$ cat src/rtl/dmac_slave_mc_if.sv
// Bus slave port of the multi-channel DMAC register file.
// Transfer rule: an access happens on every rising clk edge where S_sel is
// high; S_wr selects write (S_din captured at that edge) or read (S_dout
// carries the data from that edge on, for one cycle). There is no wait state
// and no back-pressure: the slave accepts one access per cycle.
interface dmac_slave_mc_if #(
    parameter int DATA_W = 32
);
    logic              S_sel;
    logic              S_wr;
    logic [7:0]        S_address;
    logic [DATA_W-1:0] S_din;
    logic [DATA_W-1:0] S_dout;

    modport master (
        output S_sel,
        output S_wr,
        output S_address,
        output S_din,
        input  S_dout
    );

    modport slave (
        input  S_sel,
        input  S_wr,
        input  S_address,
        input  S_din,
        output S_dout
    );
endinterface

$ cat src/rtl/dmac_slave_mc.sv
// Multi-channel DMAC slave register file. One register bank per channel
// (start/clear/mode/address/size, descriptor counter, sticky W1C interrupt
// status) and a single registered, OR-reduced interrupt line.
module dmac_slave_mc #(
    parameter int NUM_CH = 2,
    parameter int DATA_W = 32,
    parameter int DESC_W = 4
) (
    input  logic                     clk,
    input  logic                     reset_n,
    dmac_slave_mc_if.slave           bus,
    output logic                     interrupt,
    input  logic [NUM_CH-1:0]        op_done,
    input  logic [NUM_CH-1:0]        desc_pop,
    output logic [NUM_CH-1:0]        op_start,
    output logic [NUM_CH-1:0]        op_clear,
    output logic [NUM_CH*3-1:0]      op_mode,
    output logic [NUM_CH-1:0]        wr_en,
    output logic [NUM_CH*DATA_W-1:0] src_addr,
    output logic [NUM_CH*DATA_W-1:0] dest_addr,
    output logic [NUM_CH*DATA_W-1:0] data_size,
    output logic [NUM_CH*DESC_W-1:0] descriptor_size
);
    localparam logic [DESC_W-1:0] DESC_MAX = {DESC_W{1'b1}};
    localparam logic [3:0]        NUM_CH_L = 4'(NUM_CH);

    localparam logic [3:0] OFF_CLEAR  = 4'h0;
    localparam logic [3:0] OFF_START  = 4'h1;
    localparam logic [3:0] OFF_INT_EN = 4'h2;
    localparam logic [3:0] OFF_SRC    = 4'h3;
    localparam logic [3:0] OFF_DEST   = 4'h4;
    localparam logic [3:0] OFF_PUSH   = 4'h5;
    localparam logic [3:0] OFF_DESC   = 4'h6;
    localparam logic [3:0] OFF_SIZE   = 4'h7;
    localparam logic [3:0] OFF_MODE   = 4'h8;
    localparam logic [3:0] OFF_DONE   = 4'h9;
    localparam logic [3:0] OFF_STATUS = 4'hA;

    // Decoded access
    logic [2:0]        acc_ch;
    logic [3:0]        acc_off;
    logic              acc_hit;
    logic              wr_hit;
    logic              rd_hit;

    // Per-channel bank state
    logic [NUM_CH-1:0] clr_q;
    logic [NUM_CH-1:0] start_q;
    logic [NUM_CH-1:0] int_en_q;
    logic [NUM_CH-1:0] done_q;
    logic [NUM_CH-1:0] wr_en_q;
    logic [2:0]        mode_q [NUM_CH];
    logic [DATA_W-1:0] src_q  [NUM_CH];
    logic [DATA_W-1:0] dest_q [NUM_CH];
    logic [DATA_W-1:0] size_q [NUM_CH];
    logic [DESC_W-1:0] cnt_q  [NUM_CH];
    logic [1:0]        stat_q [NUM_CH];

    // Per-channel next-state helpers
    logic [NUM_CH-1:0] bank_we;
    logic [NUM_CH-1:0] push_req;
    logic [NUM_CH-1:0] done_rise;
    logic [NUM_CH-1:0] ovf_set;
    logic [NUM_CH-1:0] int_pending;
    logic [1:0]        w1c_mask [NUM_CH];
    logic [DATA_W-1:0] rd_data;

    // Address decode: bit 7 set, a missing channel or an unused offset all miss.
    always_comb begin
        acc_ch  = bus.S_address[6:4];
        acc_off = bus.S_address[3:0];
        acc_hit = !bus.S_address[7] && ({1'b0, acc_ch} < NUM_CH_L) && (acc_off <= OFF_STATUS);
        wr_hit  = bus.S_sel && bus.S_wr && acc_hit;
        rd_hit  = bus.S_sel && !bus.S_wr && acc_hit;
    end

    // Per-channel write enables, push/overflow qualification and done-edge detect.
    always_comb begin
        bank_we     = '0;
        push_req    = '0;
        done_rise   = '0;
        ovf_set     = '0;
        int_pending = '0;
        for (int c = 0; c < NUM_CH; c++) begin
            bank_we[c]     = wr_hit && (acc_ch == 3'(c));
            push_req[c]    = bank_we[c] && (acc_off == OFF_PUSH) && bus.S_din[0];
            done_rise[c]   = op_done[c] && !done_q[c];
            // Push+pop at full is a net no-op on the count, so it is not an overflow.
            ovf_set[c]     = push_req[c] && !desc_pop[c] && (cnt_q[c] == DESC_MAX);
            w1c_mask[c]    = (bank_we[c] && (acc_off == OFF_STATUS)) ? bus.S_din[1:0] : 2'b00;
            int_pending[c] = int_en_q[c] && (|stat_q[c]);
        end
    end

    // Read mux over the addressed bank; write-only and missing registers read 0.
    always_comb begin
        rd_data = '0;
        for (int c = 0; c < NUM_CH; c++) begin
            if (acc_ch == 3'(c)) begin
                case (acc_off)
                    OFF_CLEAR:  rd_data = {{(DATA_W-1){1'b0}}, clr_q[c]};
                    OFF_START:  rd_data = {{(DATA_W-1){1'b0}}, start_q[c]};
                    OFF_INT_EN: rd_data = {{(DATA_W-1){1'b0}}, int_en_q[c]};
                    OFF_SRC:    rd_data = src_q[c];
                    OFF_DEST:   rd_data = dest_q[c];
                    OFF_DESC:   rd_data = {{(DATA_W-DESC_W){1'b0}}, cnt_q[c]};
                    OFF_SIZE:   rd_data = size_q[c];
                    OFF_MODE:   rd_data = {{(DATA_W-3){1'b0}}, mode_q[c]};
                    OFF_DONE:   rd_data = {{(DATA_W-1){1'b0}}, done_q[c]};
                    OFF_STATUS: rd_data = {{(DATA_W-2){1'b0}}, stat_q[c]};
                    default:    rd_data = '0;
                endcase
            end
        end
    end

    // Register banks: bus writes, descriptor counting, sticky status and channel clear.
    always_ff @(posedge clk or negedge reset_n) begin
        if (!reset_n) begin
            for (int c = 0; c < NUM_CH; c++) begin
                clr_q[c]    <= 1'b0;
                start_q[c]  <= 1'b0;
                int_en_q[c] <= 1'b0;
                done_q[c]   <= 1'b0;
                wr_en_q[c]  <= 1'b0;
                mode_q[c]   <= '0;
                src_q[c]    <= '0;
                dest_q[c]   <= '0;
                size_q[c]   <= '0;
                cnt_q[c]    <= '0;
                stat_q[c]   <= '0;
            end
        end else begin
            for (int c = 0; c < NUM_CH; c++) begin
                // The done sample is a mirror of the input and keeps tracking through
                // a clear, so a clear with op_done held high does not fake a new edge.
                done_q[c] <= op_done[c];
                if (op_clear[c]) begin
                    clr_q[c]    <= 1'b0;
                    start_q[c]  <= 1'b0;
                    int_en_q[c] <= 1'b0;
                    wr_en_q[c]  <= 1'b0;
                    mode_q[c]   <= '0;
                    src_q[c]    <= '0;
                    dest_q[c]   <= '0;
                    size_q[c]   <= '0;
                    cnt_q[c]    <= '0;
                    stat_q[c]   <= '0;
                end else begin
                    wr_en_q[c] <= 1'b0;
                    if (bank_we[c]) begin
                        case (acc_off)
                            OFF_CLEAR:  clr_q[c]    <= bus.S_din[0];
                            OFF_START:  start_q[c]  <= bus.S_din[0];
                            OFF_INT_EN: int_en_q[c] <= bus.S_din[0];
                            OFF_SRC:    src_q[c]    <= bus.S_din;
                            OFF_DEST:   dest_q[c]   <= bus.S_din;
                            OFF_SIZE:   size_q[c]   <= bus.S_din;
                            OFF_MODE:   mode_q[c]   <= bus.S_din[2:0];
                            default:    ;
                        endcase
                    end
                    if (push_req[c] && desc_pop[c]) begin
                        wr_en_q[c] <= 1'b1;
                    end else if (push_req[c]) begin
                        if (cnt_q[c] != DESC_MAX) begin
                            cnt_q[c]   <= cnt_q[c] + 1'b1;
                            wr_en_q[c] <= 1'b1;
                        end
                    end else if (desc_pop[c] && (cnt_q[c] != '0)) begin
                        cnt_q[c] <= cnt_q[c] - 1'b1;
                    end
                    // Hardware set wins over a same-cycle W1C.
                    stat_q[c] <= (stat_q[c] & ~w1c_mask[c]) | {ovf_set[c], done_rise[c]};
                end
            end
        end
    end

    // Registered read data; idle or missed cycles return 0.
    always_ff @(posedge clk or negedge reset_n) begin
        if (!reset_n) begin
            bus.S_dout <= '0;
        end else begin
            bus.S_dout <= rd_hit ? rd_data : '0;
        end
    end

    // Registered OR of all channel interrupt requests.
    always_ff @(posedge clk or negedge reset_n) begin
        if (!reset_n) begin
            interrupt <= 1'b0;
        end else begin
            interrupt <= |int_pending;
        end
    end

    assign op_start = start_q;
    assign op_clear = clr_q & op_done;
    assign wr_en    = wr_en_q;

    for (genvar c = 0; c < NUM_CH; c++) begin : g_out
        assign op_mode[3*c +: 3]                  = mode_q[c];
        assign src_addr[c*DATA_W +: DATA_W]       = src_q[c];
        assign dest_addr[c*DATA_W +: DATA_W]      = dest_q[c];
        assign data_size[c*DATA_W +: DATA_W]      = size_q[c];
        assign descriptor_size[c*DESC_W +: DESC_W] = cnt_q[c];
    end
endmodule

$ cat src/flat_wrapper.sv
// flat-port wrapper written by rule: the top's interface ports become plain ports
module dmac_slave_mc_flat 
#(
    parameter int NUM_CH = 2,
    parameter int DATA_W = 32,
    parameter int DESC_W = 4
)
  (clk, reset_n, interrupt, op_done, desc_pop, op_start, op_clear, op_mode, wr_en, src_addr, dest_addr, data_size, descriptor_size, bus_S_sel, bus_S_wr, bus_S_address, bus_S_din, bus_S_dout);
  dmac_slave_mc_if #(.DATA_W(DATA_W)) bus_i ();
  input  logic clk;
  input  logic reset_n;
  output logic interrupt;
  input  logic [NUM_CH-1:0] op_done;
  input  logic [NUM_CH-1:0] desc_pop;
  output logic [NUM_CH-1:0] op_start;
  output logic [NUM_CH-1:0] op_clear;
  output logic [NUM_CH*3-1:0] op_mode;
  output logic [NUM_CH-1:0] wr_en;
  output logic [NUM_CH*DATA_W-1:0] src_addr;
  output logic [NUM_CH*DATA_W-1:0] dest_addr;
  output logic [NUM_CH*DATA_W-1:0] data_size;
  output logic [NUM_CH*DESC_W-1:0] descriptor_size;
  input wire logic [$bits(bus_i.S_sel)-1:0] bus_S_sel;
  input wire logic [$bits(bus_i.S_wr)-1:0] bus_S_wr;
  input wire logic [$bits(bus_i.S_address)-1:0] bus_S_address;
  input wire logic [$bits(bus_i.S_din)-1:0] bus_S_din;
  output wire logic [$bits(bus_i.S_dout)-1:0] bus_S_dout;
  assign bus_i.S_sel = bus_S_sel;
  assign bus_i.S_wr = bus_S_wr;
  assign bus_i.S_address = bus_S_address;
  assign bus_i.S_din = bus_S_din;
  assign bus_S_dout = bus_i.S_dout;
  dmac_slave_mc #(.NUM_CH(NUM_CH), .DATA_W(DATA_W), .DESC_W(DESC_W)) u_core (.clk(clk), .reset_n(reset_n), .bus(bus_i), .interrupt(interrupt), .op_done(op_done), .desc_pop(desc_pop), .op_start(op_start), .op_clear(op_clear), .op_mode(op_mode), .wr_en(wr_en), .src_addr(src_addr), .dest_addr(dest_addr), .data_size(data_size), .descriptor_size(descriptor_size));
endmodule
$ cat config.mk
export PLATFORM = sky130hd
export DESIGN_NAME = dmac_slave_mc_flat
export DESIGN_NICKNAME = d
export VERILOG_FILES = /design/src/rtl/dmac_slave_mc_if.sv /design/src/rtl/dmac_slave_mc.sv /design/src/flat_wrapper.sv
export SDC_FILE = /design/constraint.sdc
export NUM_CORES = 1
export LEC_CHECK = 0
export ABC_AREA = 0
export BUFFER_PORTS_ARGS = -buffer_cell sky130_fd_sc_hd__buf_2
export CAP_MARGIN = 20
export CELL_PAD_IN_SITES_DETAIL_PLACEMENT = 1
export CELL_PAD_IN_SITES_GLOBAL_PLACEMENT = 2
export CORE_ASPECT_RATIO = 1.75
export CORE_MARGIN = 2
export CORE_UTILIZATION = 32
export CTS_CLUSTER_SIZE = 40
export DETAILED_ROUTE_END_ITERATION = 7
export PLACE_DENSITY_LB_ADDON = 0.1
export SYNTH_ARGS = -nofsm -noshare
export SYNTH_HDL_FRONTEND = slang
export SYNTH_SLANG_ARGS = --single-unit
$ cat constraint.sdc
create_clock -name clk -period 2.55 [get_ports clk]
set_clock_uncertainty 0.2 [all_clocks]
set_input_delay 0.1275 -clock clk [delete_from_list [all_inputs] [get_ports clk]]
set_output_delay 0.1275 -clock clk [all_outputs]
set_load 0.01 [all_outputs]
[After elaboration in Yosys (flattened, before gate mapping)]
Cells that the tools add are included.
W data, S select, Z words.
Word-level totals
  memory bits (read-only): 0
  logic and storage cells: 189
  bits of input ports: 48
  output and inout bits: 245
  memories: 0
  memory bits (writable): 0
  register bits: 253
  latch bits: 0
Operators by class
  multiplexer cells: 62
  shifts and indexed selects: 0
  bitwise gates (word level): 7
  $add $sub $neg: 4
  divide/modulo/power cells: 0
  order comparisons: 2
  multipliers: 0
  reductions and logical operators: 73
  equal/unequal tests: 19
Operators by type and width (number)
  $pmux W32 S10: 2
  $mux W32: 18
  $mux W4: 10
  $reduce_bool A2 Y1: 16
  $reduce_and A2 Y1: 14
  $logic_and A1 B1 Y1: 26
  $mux W1: 23
  $eq A4 B4 Y1 const B: 5
  $eq A4 B3 Y1 const B: 4
  $mux W3: 5
  $add A4 B1 Y4 const B: 2
  $eq A4 B2 Y1 const B: 2
  $mux W2: 4
  $ne A4 B4 Y1 const B: 2
  $reduce_bool A4 Y1: 2
  $sub A4 B1 Y4 const B: 2
  $and A2 B2 Y2: 3
  $logic_not A1 Y1: 6
  $ne A3 B3 Y1 const B: 2
  $reduce_and A3 Y1: 2
  $reduce_bool A3 Y1: 2
  $reduce_or A2 Y1: 3
  $eq A4 B1 Y1 const B: 1
  $le A4 B4 Y1 const B: 1
  7 further kinds: 10

[Logic depth before layout (Yosys ltp)]
Gate-level depths: netlist of run 1.
  depth in word-level cells: 11
  mapped depth: 9
  mapped depth without buffers: 8

[Least setup slack after synthesis of run 1]
No wires, ideal clock.
  path kind: input -> register
  start: input port bus_S_address[1]
  end: register u_core.cnt_q (netlist bit u_core.descriptor_size[3])
  slack: 0.091 ns
  arrival: 2.136 ns
  required time: 2.227 ns
  path buffers: 1
  stages: 9
  library setup time: 0.123 ns
  cell sequence: buf_6 > nand4bb_1 > nor2_1 > nand3_1 > ha_1 > and3_1 > or3b_2 > mux2_2 > mux2i_1
On the way
  word-level cells in the longest chain between the ends: 9
  elaborated cells between the ends (all ways): 15
  classes of those cells: 1 x order compare; 3 x eq/ne; 3 x mux; 8 x reduce/logical
Ends and longest elaborated chain
  start: declaration: RTL line flat_wrapper.sv:25  | input wire logic [$bits(bus_i.S_address)-1:0] bus_S_address;
  $le A4 B4 Y1: RTL line dmac_slave_mc.sv:72  | acc_hit = !bus.S_address[7] && ({1'b0, acc_ch} < NUM_CH_L) && (acc_off <= OFF_STATUS);
  $logic_and A1 B1 Y1: RTL line dmac_slave_mc.sv:72
  $logic_and A1 B1 Y1: RTL line dmac_slave_mc.sv:73  | wr_hit = bus.S_sel && bus.S_wr && acc_hit;
  $logic_and A1 B1 Y1: RTL line dmac_slave_mc.sv:85  | bank_we[c] = wr_hit && (acc_ch == 3'(c));
  $logic_and A1 B1 Y1 * (2 in a row): RTL line dmac_slave_mc.sv:86  | push_req[c] = bank_we[c] && (acc_off == OFF_PUSH) && bus.S_din[0];
  $logic_and A1 B1 Y1 or $mux W4 (tied branches): RTL line dmac_slave_mc.sv:163, dmac_slave_mc.sv:165
  $ne A2 B2 Y1 (no source line) or $mux W4 (tied branches)
  $reduce_and A3 Y1 (no source line) or $mux W4 (tied branches)
  end signal: indexed assignment: RTL line dmac_slave_mc.sv:167  | cnt_q[c] <= cnt_q[c] + 1'b1;
  end signal: indexed assignment: RTL line dmac_slave_mc.sv:171  | cnt_q[c] <= cnt_q[c] - 1'b1;
  end: declaration: RTL line dmac_slave_mc.sv:56  | logic [DESC_W-1:0] cnt_q [NUM_CH];
Mark *: on every way between the ends. The rest lies on a longest branch, timed or not. The select of a mux whose other input is x is not followed.
A chain may end at the register's enable or synchronous reset.

[Worst setup path after layout of run 1]
  start: input port bus_S_address[6]
  end: register u_core.cnt_q (netlist bit u_core.descriptor_size[7])
On the way
  word-level cells in the longest chain between the ends: 10
  elaborated cells between the ends (all ways): 16
  classes of those cells: 1 x order compare; 3 x eq/ne; 3 x mux; 9 x reduce/logical
Ends and longest elaborated chain (RTL line)
  $lt A3 B2 Y1: dmac_slave_mc.sv:72
  $logic_and A1 B1 Y1 (2 in a row): dmac_slave_mc.sv:72
  $logic_and A1 B1 Y1: dmac_slave_mc.sv:73
  $logic_and A1 B1 Y1 *: dmac_slave_mc.sv:85
  $logic_and A1 B1 Y1 * (2 in a row): dmac_slave_mc.sv:86
  $logic_and A1 B1 Y1 or $mux W4 (tied branches): dmac_slave_mc.sv:163, dmac_slave_mc.sv:165
  $ne A2 B2 Y1 (no source line) or $mux W4 (tied branches)
  $reduce_and A3 Y1 (no source line) or $mux W4 (tied branches)
Marked as above.

==> out/summary.md, run 1 <==
The tools report the final-report hold violation count as 0. The tools report the normalized max-slew margin as 43.6%. The tools report the standard-cell row count as 94. Global routing finished with a remaining overflow of 0.

Compared with the post-synthesis result, the final layout area differs by 29.9%. For this run, global-route usage on met1 was measured as 31.2%. The synthesized netlist occupies a cell area of 12200 um^2. The met2 track demand over resource was 48.7%. Clock-pin slew on the worst setup and hold paths: 0.06 ns.

The flow ran to the end, and the final reports show no timing, DRC or antenna violations. The path depth of the worst reg2reg path is 5. The post-route minimum period came out at 2.45 ns.

The type of the setup path with the least slack is input pin to register. Detailed routing inserted a total of 11469 vias. The H-tree depth reported by CTS was 1. Dividing the detail-routed wire length by the instance count gives 24.4 um.

Summing all multi-input logic gate instances after layout gives 5330 um^2. The number of instances in the synthesized netlist came out at 1330. The largest fanout on the critical path works out to 3.

Counting flops and latches in the post-synthesis netlist gives 253. The largest net degree at the start of global routing came out at 100. The share of total power in combinational logic was 15.7%; the final estimated routing congestion in global placement was 0.793. For this run, design rule violations remaining after detail routing come to 0. TritonCTS created 27 clock buffers. The die covers 39800 um^2.

For this run, the number of Yosys warnings is 0. The total core area was 37600 um^2; the post-place setup slack was -0.135 ns. For the number of diodes, the log shows 0.

TritonCTS built the clock tree. The logs give 36.1 mm for the post-detailed-placement half-perimeter wirelength and 0.0576 ns for the worst hold-check slack. In the post-route analysis, the smallest setup slack over all paths is 0.0955 ns. The number of antenna violations at the first check in global routing was 0.

Clock latency on the worst-skew pair, taken at its later pin, is 0.55 ns. The logs give 14500 um^2 for the area of placed instances and 1716 for the final net count. For this block, the initial DRC count from the detailed router was 496. The internal power of the cells totals 6910 uW. Of all flip-flops after synthesis, the portion carrying an async set or reset was 100%. For this run, the leading register cell type out of synthesis is sky130_fd_sc_hd__dfrtp_1. The pre-antenna-repair detailed-routing pass consisted of 5 iterations. In this run the deepest clock path goes through 3 buffers.

The tools report the number of setup buffers added after CTS as 0. For the clock sink count, the log shows 253. For the pin with the worst max-slew slack, the measured transition is 0.847 ns. Number of cells traversed by the worst hold path: 2.

Summing all non-filler instances in the final layout gives an area of 15800 um^2. In this run, the clock network consumes 38.6% of the power. The number of I/O port buffers works out to 292. The number of global-route vias before repair is 12328, and the routed via count divided by cell count is 5.33. Wires add up to 52.6 mm. The worst setup path is captured at a register.

For this run, the register share of the synthesized area comes to 51.9%. Data on the critical path arrives at its endpoint at 2.69 ns. The average cell area after synthesis works out to 9.17 um^2. Global routing used 26.6% of the available tracks across all layers. Based on the critical path, the design can be clocked at up to 407 MHz. Measured along the y axis, the die boundary spans 262 um. For the number of top-level pins, the log shows 293. Setup violations remaining at the end of the flow were counted as 0.

The analysis attributes to cell leakage a power of 0.00774 uW. Setup repair after global routing could not meet its margin everywhere. In the layout the commonest cells are 404 x sky130_fd_sc_hd__nand2_1, 290 x sky130_fd_sc_hd__buf_2, 253 x sky130_fd_sc_hd__dfrtp_1, 229 x sky130_fd_sc_hd__a21oi_1, 61 x sky130_fd_sc_hd__buf_4.

The most frequent standard cell in the layout excluding fill and tap cells is sky130_fd_sc_hd__nand2_1. For the first-pass GRT wire length, the log shows 79.4 mm. The ratio of cells with drive above 1 in the final layout was 28.3%; the die extent in x was 152 um. Share of total power consumed by net switching: 28.3%. The logs give 58 for the number of different library cells in the post-synthesis netlist and 32.4% for the starting density of the core. The filler cell count in the final layout was 4427. The path class of the lowest-slack min-delay path was input pin to register.

The logs give 2720 uW for the power dissipated by switching net loads and 0 for the max-slew violation count. Counting flops with a built-in enable in the synthesized netlist gives 0. Met3 global-route usage: 4.19%.

The run gives 45.7% as the sequential fraction of design power. VDD sags by at most 422 uV. For the worst setup path, the data required time is 2.79 ns. The global routing stage identified its most utilized layer as met2. The area occupied by registers was 6330 um^2; the remaining antenna violation count was 0. Synthesis produced a netlist with a net count of 1384. Power density over the cells: 608 nW/um^2.

The fraction of the cycle the final worst path needs is 96.3%. Total of max-cap violations: 0. The tools report the element type at the critical path start as an input pin.

Clock tree synthesis selected as its root buffer the cell sky130_fd_sc_hd__clkbuf_16.
[Yosys cell counts (all sizes together) (3+ instances only)]
cell	instances	area [um^2]
a211oi	3	22.5
a21o	5	37.5
a21oi	229	1150
a221oi	28	245
a22oi	30	225
a32oi	3	26.3
and3	7	43.8
and3b	3	26.3
buf	65	394
clkbuf	48	180
dfrtp	253	6330
ha	4	50.1
inv	13	48.8
mux2	33	372
mux2i	33	330
nand2	404	1520
nand2b	9	56.3
nand3	9	50.1
nand3b	8	72.6
nand4	8	50.1
nor2	19	76.3
nor2b	4	25.0
nor3	4	20.0
nor3b	28	210
nor4b	3	56.3
o21ai	39	195
o22ai	4	25.0
or3b	4	35.0
[per-layer routing]
layer | part of all wire [%] | up-vias
met5 | 0 | -
met1 | 39 | 5887
met3 | 4.5 | 78
met4 | 3.3 | 0
met2 | 54 | 286
li1 | - | 5218
[path summary, 6_finish.rpt]
| path | from | end | slack [ns] |
|---|---|---|---|
| max reg2reg | u_core.descriptor_size[2]$_DFFE_PN0P_ | u_core.descriptor_size[3]$_DFFE_PN0P_ | 0.53 |
| min reg2reg | u_core.data_size[23]$_DFFE_PN0P_ | u_core.data_size[23]$_DFFE_PN0P_ | 0.34 |
| max | bus_S_address[6] | u_core.descriptor_size[7]$_DFFE_PN0P_ | 0.1 |
| max in group asynchronous | reset_n | u_core.src_addr[13]$_DFFE_PN0P_ | 0.89 |
| min in group asynchronous | reset_n | u_core.dest_addr[35]$_DFFE_PN0P_ | 0.47 |
| min | op_done[1] | u_core.done_q[1]$_DFF_PN0_ | 0.06 |
[registers in the layout, summed over array words and instances (netlist names)]
| name | flops |
|---|---|
| u_core.bus.S_dout | 32 |
| u_core.clr_q | 2 |
| u_core.data_size | 64 |
| u_core.descriptor_size | 8 |
| u_core.dest_addr | 64 |
| u_core.done_q | 2 |
| u_core.int_en_q | 2 |
| u_core.interrupt | 1 |
| u_core.op_mode | 6 |
| u_core.op_start | 2 |
| u_core.src_addr | 64 |
| u_core.stat_q | 4 |
| u_core.wr_en | 2 |
[cells by family after synthesis]
logic type               after synthesis  synth area share (%)
AND/OR/NAND/NOR                      522                  19.5
AO/OA/AOI/OAI                        355                  16.8
flip-flops                           253                  51.9
buffers and inverters                126                  5.11
multiplexers                          66                  5.76
adder cells (fa/ha/maj)                6                 0.739
XOR/XNOR                               2                 0.144
[critical path: stages]
cell and delay, ns:
sky130_fd_sc_hd__dlygate4sd3_1 0.53, sky130_fd_sc_hd__buf_2 0.13, sky130_fd_sc_hd__and4bb_1 0.30, sky130_fd_sc_hd__buf_6 0.12
sky130_fd_sc_hd__buf_4 0.12, sky130_fd_sc_hd__nand3_4 0.10, sky130_fd_sc_hd__ha_4 0.24, sky130_fd_sc_hd__and3_1 0.16
sky130_fd_sc_hd__or3b_2 0.45, sky130_fd_sc_hd__mux2_2 0.28, sky130_fd_sc_hd__mux2i_1 0.12
[per-stage QoR]
stage          instances  utilization [%]  TNS [ns]  power [uW]
2_1_floorplan       1330                -         0        5130
3_3_place_gp        2066             38.6    -0.205        5880
3_5_place_dp        2066             38.6    -0.250        5910
4_1_cts             2153             42.0         0        9730
5_1_grt             2153             42.1   -0.0275       10100
6_report            2153             42.1         0        9630
[cell type report]
type | count | area share (%)
Sequential cell | 253 | 40.0
Multi-Input combinational cell | 951 | 33.7
Timing Repair Buffer | 416 | 17.3
Clock buffer | 38 | 4.90
Tap cell | 480 | 3.79
Inverter | 13 | 0.340
Clock inverter | 2 | 0.0632
[power by group through the flow]
stage	logic (uW)	registers [uW]	clock network, uW
finish	1510	4400	3720
floorplan	645	4490	0
global route	1680	4420	3980
CTS	1510	4390	3830
global placement	1420	4460	0
detailed placement	1440	4470	0
[timing repair]
| action | CTS | global route |
|---|---|---|
| hold buffers | 47 | 0 |
| gates resized for setup | 0 | 6 |
| hold endpoints to repair | 476 | 0 |
| setup endpoints to repair | 0 | 2 |
(Power assumes the default switching activity.)
==> inputs of run 2 (changes only) <==
ABC_AREA = 1   (was 0)
CORE_UTILIZATION = 31   (was 32)
==> out/summary.md, run 2 <==
Setup repair after global routing left no endpoint under its margin. The top cell types in the final layout, fill and taps aside, are 564 x sky130_fd_sc_hd__nand2_1, 291 x sky130_fd_sc_hd__buf_2, 253 x sky130_fd_sc_hd__dfrtp_1, 130 x sky130_fd_sc_hd__o21ai_1, 99 x sky130_fd_sc_hd__o21ai_0. The final-report hold violation count came out at 0. The starting DRC count in detailed routing is 417. The number of antenna violations at the first check in global routing came out at 0. The run gives 33.3 mm as the post-detailed-placement half-perimeter wirelength. Global routing used 25.0% of the available tracks across all layers.

The number of instances in the synthesized netlist was 1383. The flow ran to the end, and the final reports show no timing, DRC or antenna violations. The die extent in x was 149 um; the power density over the cells was 966 nW/um^2.

The library cell used most frequently in the layout, excluding fill and tap cells, is sky130_fd_sc_hd__nand2_1. Ratio of cells with drive above 1 in the final layout: 23.4%. By instance count, the leading cell after synthesis is sky130_fd_sc_hd__nand2_1. The number of diodes is 0, and the total of max-cap violations is 0. The measured slew at the worst slew-check pin was 0.894 ns. The path class of the tightest hold or removal check is input pin to register. The max-slew violation count is 0, and the post-route minimum period is 2.40 ns. The tools report the share of the yosys chip area belonging to registers as 55.2%.

In this run the vertical extent of the chip is 258 um. The largest buffer count on any clock path was 3; the arrival time at the worst endpoint was 2.67 ns. The CTS buffer count is 27, and the number of iterations in the first detailed-routing pass is 4. The net count of the finished layout is 1769.

For the normalized max-slew margin, the log shows 40.3%. After layout, the worst path uses 94.0% of the clock period. Dividing the detail-routed wire length by the instance count gives 21.7 um. After filler insertion, the fill cell instance count of the layout stands at 4476. For this run, design rule violations remaining after detail routing come to 0. Predominant post-synthesis flop cell: sky130_fd_sc_hd__dfrtp_1.

The logs give 0.50 ns for the register-to-register setup slack and 66 for the largest net degree at the start of global routing. Setup violations remaining at the end of the flow were counted as 0. The number of flops mapped to enable cells by yosys is 0. The commonest cells after synthesis are 567 x sky130_fd_sc_hd__nand2_1, 253 x sky130_fd_sc_hd__dfrtp_1, 130 x sky130_fd_sc_hd__o21ai_1, 99 x sky130_fd_sc_hd__o21ai_0, 67 x sky130_fd_sc_hd__nand3_1. The tools report the number of different library cells in the post-synthesis netlist as 37. The kind of end point of the critical path is a register. For this block, the routed nets add up to 47.9 mm of wire. The share of Yosys cell area claimed by the top area cell type was 55.2%. The area growth from synthesis to layout was 30.6%; the H-tree depth reported by CTS was 1.

Of all nets on the critical path, the largest fanout is 65. The design draws 14500 uW. The critical path in this run is classified as input pin to register. Synthesis produced a netlist with a net count of 1437. At the worst endpoint, the required time is 2.83 ns. For this configuration, the core starts out at a cell density of 31.3%. In the routed layout, each cell is associated on average with a via count of 4.94. In this run the mean area of a mapped cell was 8.29 um^2.

The die covers 38600 um^2. Sorting the synthesized cells by area gives the leading types as sky130_fd_sc_hd__dfrtp_1 55%, sky130_fd_sc_hd__nand2_1 19%, sky130_fd_sc_hd__o21ai_1 5.7%. TritonCTS built the clock tree. The first global-routing pass estimated 73.0 mm of wire.

The clock latency of the later-clocked register in the worst-skew pair was 0.54 ns; the yosys synthesis warning count was 0. For this design, the sink count on the clock tree is 253. The tools report the final estimated routing congestion in global placement as 0.842. Summed over all cells, the static leakage comes to 0.00777 uW.

The tools report the number of top-level pins as 293. In this run the remaining antenna-violating nets after routing total 0. Static timing analysis puts the maximum clock frequency at 417 MHz. The logs give 11737 for the number of global-route vias before repair and 6330 um^2 for the area occupied by registers. Element type at the critical path start: an input pin. The clock-pin slew on the worst setup and hold paths is 0.06 ns, and the total number of vias is 10903. The run gives 36700 um^2 as the total core area.

The tools report the netlist area before placement as 11500 um^2. The floorplan has 93 rows. Summed over all failing endpoints, the final setup total negative slack is 0 ns. After global routing the overflow that remains totals 0. The buffer cell driving the clock tree root was sky130_fd_sc_hd__clkbuf_16. VDD sags by at most 528 uV. In this run the post-CTS setup repair buffer count came out at 0. The number of flip-flops and latches in the synthesized netlist is 253, and the share of flip-flops with an asynchronous set or reset is 100%. In the final layout, the multi-input gates occupy 4550 um^2.

Largest area contributor in the synthesized netlist: sky130_fd_sc_hd__dfrtp_1. The number of I/O port buffers works out to 292.
## run 2: changes by cell type in the layout (fill, tap and decap cells not counted), moves of 10 or more
cell | before | now
sky130_fd_sc_hd__a21oi_1 | 229 | 37
sky130_fd_sc_hd__nand2_1 | 404 | 564
sky130_fd_sc_hd__o21ai_1 | 0 | 130
sky130_fd_sc_hd__nand3_1 | 2 | 67
sky130_fd_sc_hd__o21ai_0 | 39 | 99
sky130_fd_sc_hd__inv_1 | 9 | 55
sky130_fd_sc_hd__buf_4 | 61 | 23
sky130_fd_sc_hd__mux2_2 | 33 | 0
sky130_fd_sc_hd__mux2i_1 | 33 | 0
sky130_fd_sc_hd__a22oi_1 | 30 | 0
sky130_fd_sc_hd__a221oi_1 | 28 | 0
sky130_fd_sc_hd__nor3b_1 | 27 | 1
sky130_fd_sc_hd__nand2_2 | 0 | 10
## run 2: final timing paths
check                                          startpoint                                to  depth (start not counted)
max in group asynchronous                         reset_n   u_core.src_addr[36]$_DFFE_PN0P_                          4
min                                      bus_S_address[7]   u_core.bus.S_dout[10]$_DFF_PN0_                          8
max reg2reg                   u_core.clr_q[1]$_DFFE_PN0P_  u_core.data_size[49]$_DFFE_PN0P_                          6
max                                      bus_S_address[2]   u_core.bus.S_dout[19]$_DFF_PN0_                         14
min in group asynchronous                         reset_n     u_core.op_mode[3]$_DFFE_PN0P_                          3
min reg2reg                u_core.int_en_q[1]$_DFFE_PN0P_        u_core.interrupt$_DFF_PN0_                          2
## run 2: cells by family after synthesis
kind of cell | Yosys count | synth area share, %
AND/OR/NAND/NOR | 701 | 24.9
AO/OA/AOI/OAI | 287 | 13.5
flip-flops | 253 | 55.2
buffers and inverters | 133 | 5.33
adder cells (fa/ha/maj) | 6 | 0.786
XOR/XNOR | 3 | 0.229
## run 2: routing by layer
layer	vias up	wire (um)	part of all wire, %	global-route usage (%)
li1	5158	-	-	-
met1	5423	18500	39	28.4
met2	256	25700	54	46.7
met3	66	2280	4.8	4.54
met4	0	1510	3.1	7.72
met5	-	0	0	0
## run 2: cell type report
| class | instances | area share (%) |
|---|---|---|
| clock buffer | 38 | 5.19 |
| clock inverter | 9 | 0.802 |
| inverter | 59 | 1.50 |
| multi-input combinational | 997 | 30.4 |
| sequential | 253 | 42.3 |
| tap | 475 | 3.97 |
| timing repair buffer | 377 | 15.8 |
## run 2: worst max-delay path, stage by stage
cell and delay (ns):
sky130_fd_sc_hd__dlygate4sd3_1 0.52, sky130_fd_sc_hd__buf_2 0.13, sky130_fd_sc_hd__inv_1 0.08, sky130_fd_sc_hd__nor2_2 0.14
sky130_fd_sc_hd__inv_1 0.09, sky130_fd_sc_hd__nor2_4 0.15, sky130_fd_sc_hd__buf_12 0.38, sky130_fd_sc_hd__nand2_1 0.09
sky130_fd_sc_hd__nand3_1 0.09, sky130_fd_sc_hd__nand2_1 0.06, sky130_fd_sc_hd__nand2_1 0.07, sky130_fd_sc_hd__o211ai_1 0.08
sky130_fd_sc_hd__dlygate4sd3_1 0.56, sky130_fd_sc_hd__inv_1 0.05
## run 2: timing repair
action,CTS,global route
resized for setup,0,7
endpoints found under the setup margin,0,3
hold buffers,50,0
endpoints found under the hold margin,471,0
## run 2: where the power goes
part	switching, uW	internal (uW)	total [uW]
sequential	1090	5160	6250
combinational	2500	1620	4120
clock	1680	2410	4090
total	5270	9190	14500
## run 2: per-stage QoR
| step | util (%) | instances | area (um^2) | setup WS, ns | hold WS (ns) |
|---|---|---|---|---|---|
| CTS | 40.7 | 2208 | 14900 | 0.00827 | 0.00935 |
| detailed placement | 36.9 | 2111 | 13500 | 0.136 | -0.0746 |
| global route | 40.8 | 2208 | 15000 | 0.0185 | 0.0708 |
| finish | 40.8 | 2208 | 15000 | 0.153 | 0.0318 |
| floorplan | - | 1383 | 11500 | 0.385 | -0.368 |
| global placement | 36.9 | 2111 | 13500 | 0.164 | -0.0754 |
==> inputs of run 3 (changes only) <==
ABC_AREA = unset   (was 1)
CORE_UTILIZATION = 32   (was 31)
CTS_CLUSTER_DIAMETER = 120   (was unset)
HOLD_SLACK_MARGIN = 0.08   (was unset)
==> out/summary.md, run 3 (synthesized netlist as in run 1, its figures left out) <==
The flow ran to the end, and the final reports show no timing, DRC or antenna violations. The first global-routing pass estimated 78.4 mm of wire. After detailed routing, the number of remaining DRC violations is 0. Entering global routing, the biggest net connects 100 pins. Setup slack on the critical path of the routed design comes to 0.0570 ns. The global-route usage over all layers is 26.2%.

The element type at the critical path start is an input pin. The ratio of cells with drive above 1 in the final layout came out at 27.3%. The power density over the cells was 526 nW/um^2.

The remaining antenna violation count is 0. The tools report the final-report hold violation count as 0. For this run the aggregate overflow at the end of global routing stands at 0. The total number of vias was 11408; the post-route minimum period was 2.49 ns. Static timing analysis puts the maximum clock frequency at 401 MHz. Walking the worst path, the cells encountered are dlygate4sd3_1 -> buf_2 -> and4bb_1 -> buf_6 -> buf_8 -> o211ai_1 -> or4b_1 -> dlygate4sd3_1 -> a21oi_2. Final hold analysis gives a worst-case slack of 0.102 ns. Final net count: 1704. Total power for the finished layout comes to 8110 uW. Setup repair after global routing could not meet its margin everywhere. At the end of routability-driven placement, the weighted congestion stood at 0.793.

After legalization and detailed placement, the total HPWL measured 36.1 mm. The min-delay analysis places its worst path in the category input pin to register. The number of antenna violations at the first check in global routing was 0. The library cell used most frequently in the layout, excluding fill and tap cells, is sky130_fd_sc_hd__nand2_1.

Total of max-cap violations: 0. The tools report the buffer cell driving the clock tree root as sky130_fd_sc_hd__clkbuf_16. Compared with the post-synthesis result, the final layout area differs by 26.4%. The die is 262 um tall. The number of I/O port buffers was 292.

Summed over all cells, the static leakage comes to 0.00752 uW. The number of top-level pins was 293. The tree built by TritonCTS fans out to 253 sinks. The worst path required time was 2.82 ns; the fraction of the core area covered by cells at the end of the flow was 41.0%.

The number of setup violations in the final report is 0, and the average detailed-routed wire length per instance is 24.4 um. In the finished design, the share of the clock period the worst path needs comes to 97.8%. The tools report the standard-cell row count as 94. The type of the setup path with the least slack was input pin to register. Die extent in x: 152 um.

The detailed router finished its first iteration with 530 violations. At the pin with the least slew margin, the transition time is 0.833 ns. For the number of iterations in the first detailed-routing pass, the log shows 5. Number of setup buffers added after CTS: 0.

The arrival time at the worst endpoint came out at 2.77 ns. The post-place setup slack was -0.135 ns. TritonCTS built the clock tree.

The top cell types in the final layout, fill and taps aside, are 404 x sky130_fd_sc_hd__nand2_1, 290 x sky130_fd_sc_hd__buf_2, 253 x sky130_fd_sc_hd__dfrtp_1, 228 x sky130_fd_sc_hd__a21oi_1, 60 x sky130_fd_sc_hd__buf_4. The total core area was 37600 um^2; the routed via count divided by cell count was 5.35. The CTS buffer count is 10, and the normalized max-slew margin is 44.4%. In this run the register-to-register setup slack is 0.13 ns. The most frequent cell on the critical path was sky130_fd_sc_hd__dlygate4sd3_1. Fill cells in the final layout number 4455. The max-slew violation count was 0; the aggregate routed wire length was 52.1 mm. After clock tree synthesis, the clock-pin slew on the worst setup and hold paths is 0.17 ns. The number of antenna diodes in the final layout is 0. The clock passes through at most 3 buffers. Across the VDD grid, the largest voltage drop is 408 uV. Kind of end point of the critical path: a register.

Once placement finished, the instance area stood at 14500 um^2. In this design, the stage delay of the slowest critical-path cell is 0.59 ns. Among all stages on the critical path, the largest delay is contributed by sky130_fd_sc_hd__dlygate4sd3_1.

Along the worst path, the maximum fanout reaches 16. The die covers 39800 um^2. The logs give 15400 um^2 for the cell area after layout and 12186 for the number of global-route vias before repair. The clock latency of the later-clocked register in the worst-skew pair is 0.53 ns.

The initial utilization of the core area, before any placement, comes to 32.4%. The H-tree depth reported by CTS is 1.
run 3: changes by cell type in the layout (fill, tap and decap cells not counted), moves of 30 or more:
cell                      previous run  this run
sky130_fd_sc_hd__buf_4              23        60
sky130_fd_sc_hd__mux2i_1             0        33
sky130_fd_sc_hd__nand2_1           564       404
sky130_fd_sc_hd__o21ai_1           130         0
sky130_fd_sc_hd__mux2_2              0        33
sky130_fd_sc_hd__inv_1              55         9
sky130_fd_sc_hd__o21ai_0            99        39
sky130_fd_sc_hd__a21oi_1            37       228
sky130_fd_sc_hd__nand3_1            67         2
sky130_fd_sc_hd__a22oi_1             0        30
run 3: final cells by class:
| class | instances | area (um^2) | share of cell area (%) |
|---|---|---|---|
| clock buffers | 11 | 275 | 1.79 |
| clock inverters | 2 | 35.0 | 0.227 |
| inverters | 13 | 53.8 | 0.349 |
| multi-input cells | 951 | 5340 | 34.6 |
| flip-flops and latches | 253 | 6330 | 41.1 |
| well taps | 480 | 601 | 3.90 |
| repair buffers | 421 | 2780 | 18.1 |
run 3: routing by layer:
layer	track usage, %	wire, um
met2	48.1	28000
met3	3.65	2390
met4	7.41	1450
met5	0	0
met1	31.3	20300
run 3: power by group:
| part | leakage, uW | internal, uW | switching (uW) |
|---|---|---|---|
| logic | 0.00388 | 656 | 855 |
| clock network | 0.000151 | 810 | 1390 |
| registers | 0.00349 | 4170 | 227 |
run 3: worst max-delay path: cells and delay by family:
family,cells,cell delay [ns]
AO/OA/AOI/OAI,2,0.29
buffers and inverters,5,1.55
AND/OR/NAND/NOR,2,0.79
run 3: worst paths after layout:
path,to,cells past startpoint,from
setup / recovery,u_core.stat_q[3]$_DFF_PN0_,9,bus_S_address[6]
hold / removal,u_core.bus.S_dout[0]$_DFF_PN0_,5,bus_S_address[1]
setup reg to reg,u_core.stat_q[3]$_DFF_PN0_,5,u_core.descriptor_size[3]$_DFFE_PN0P_
hold reg to reg,u_core.src_addr[14]$_DFFE_PN0P_,2,u_core.src_addr[14]$_DFFE_PN0P_
max in group asynchronous,u_core.dest_addr[46]$_DFFE_PN0P_,4,reset_n
min in group asynchronous,u_core.descriptor_size[7]$_DFFE_PN0P_,3,reset_n
run 3: timing repair:
action,in CTS,in global routing
hold buffers,52,0
setup endpoints to repair,0,3
endpoints found under the hold margin,480,0
resized for setup,0,9
run 3: stage by stage:
step                std cells  setup TNS [ns]
floorplan                1330               0
global placement         2066          -0.205
detailed placement       2066          -0.250
CTS                      2131               0
global route             2131         -0.0282
finish                   2131               0
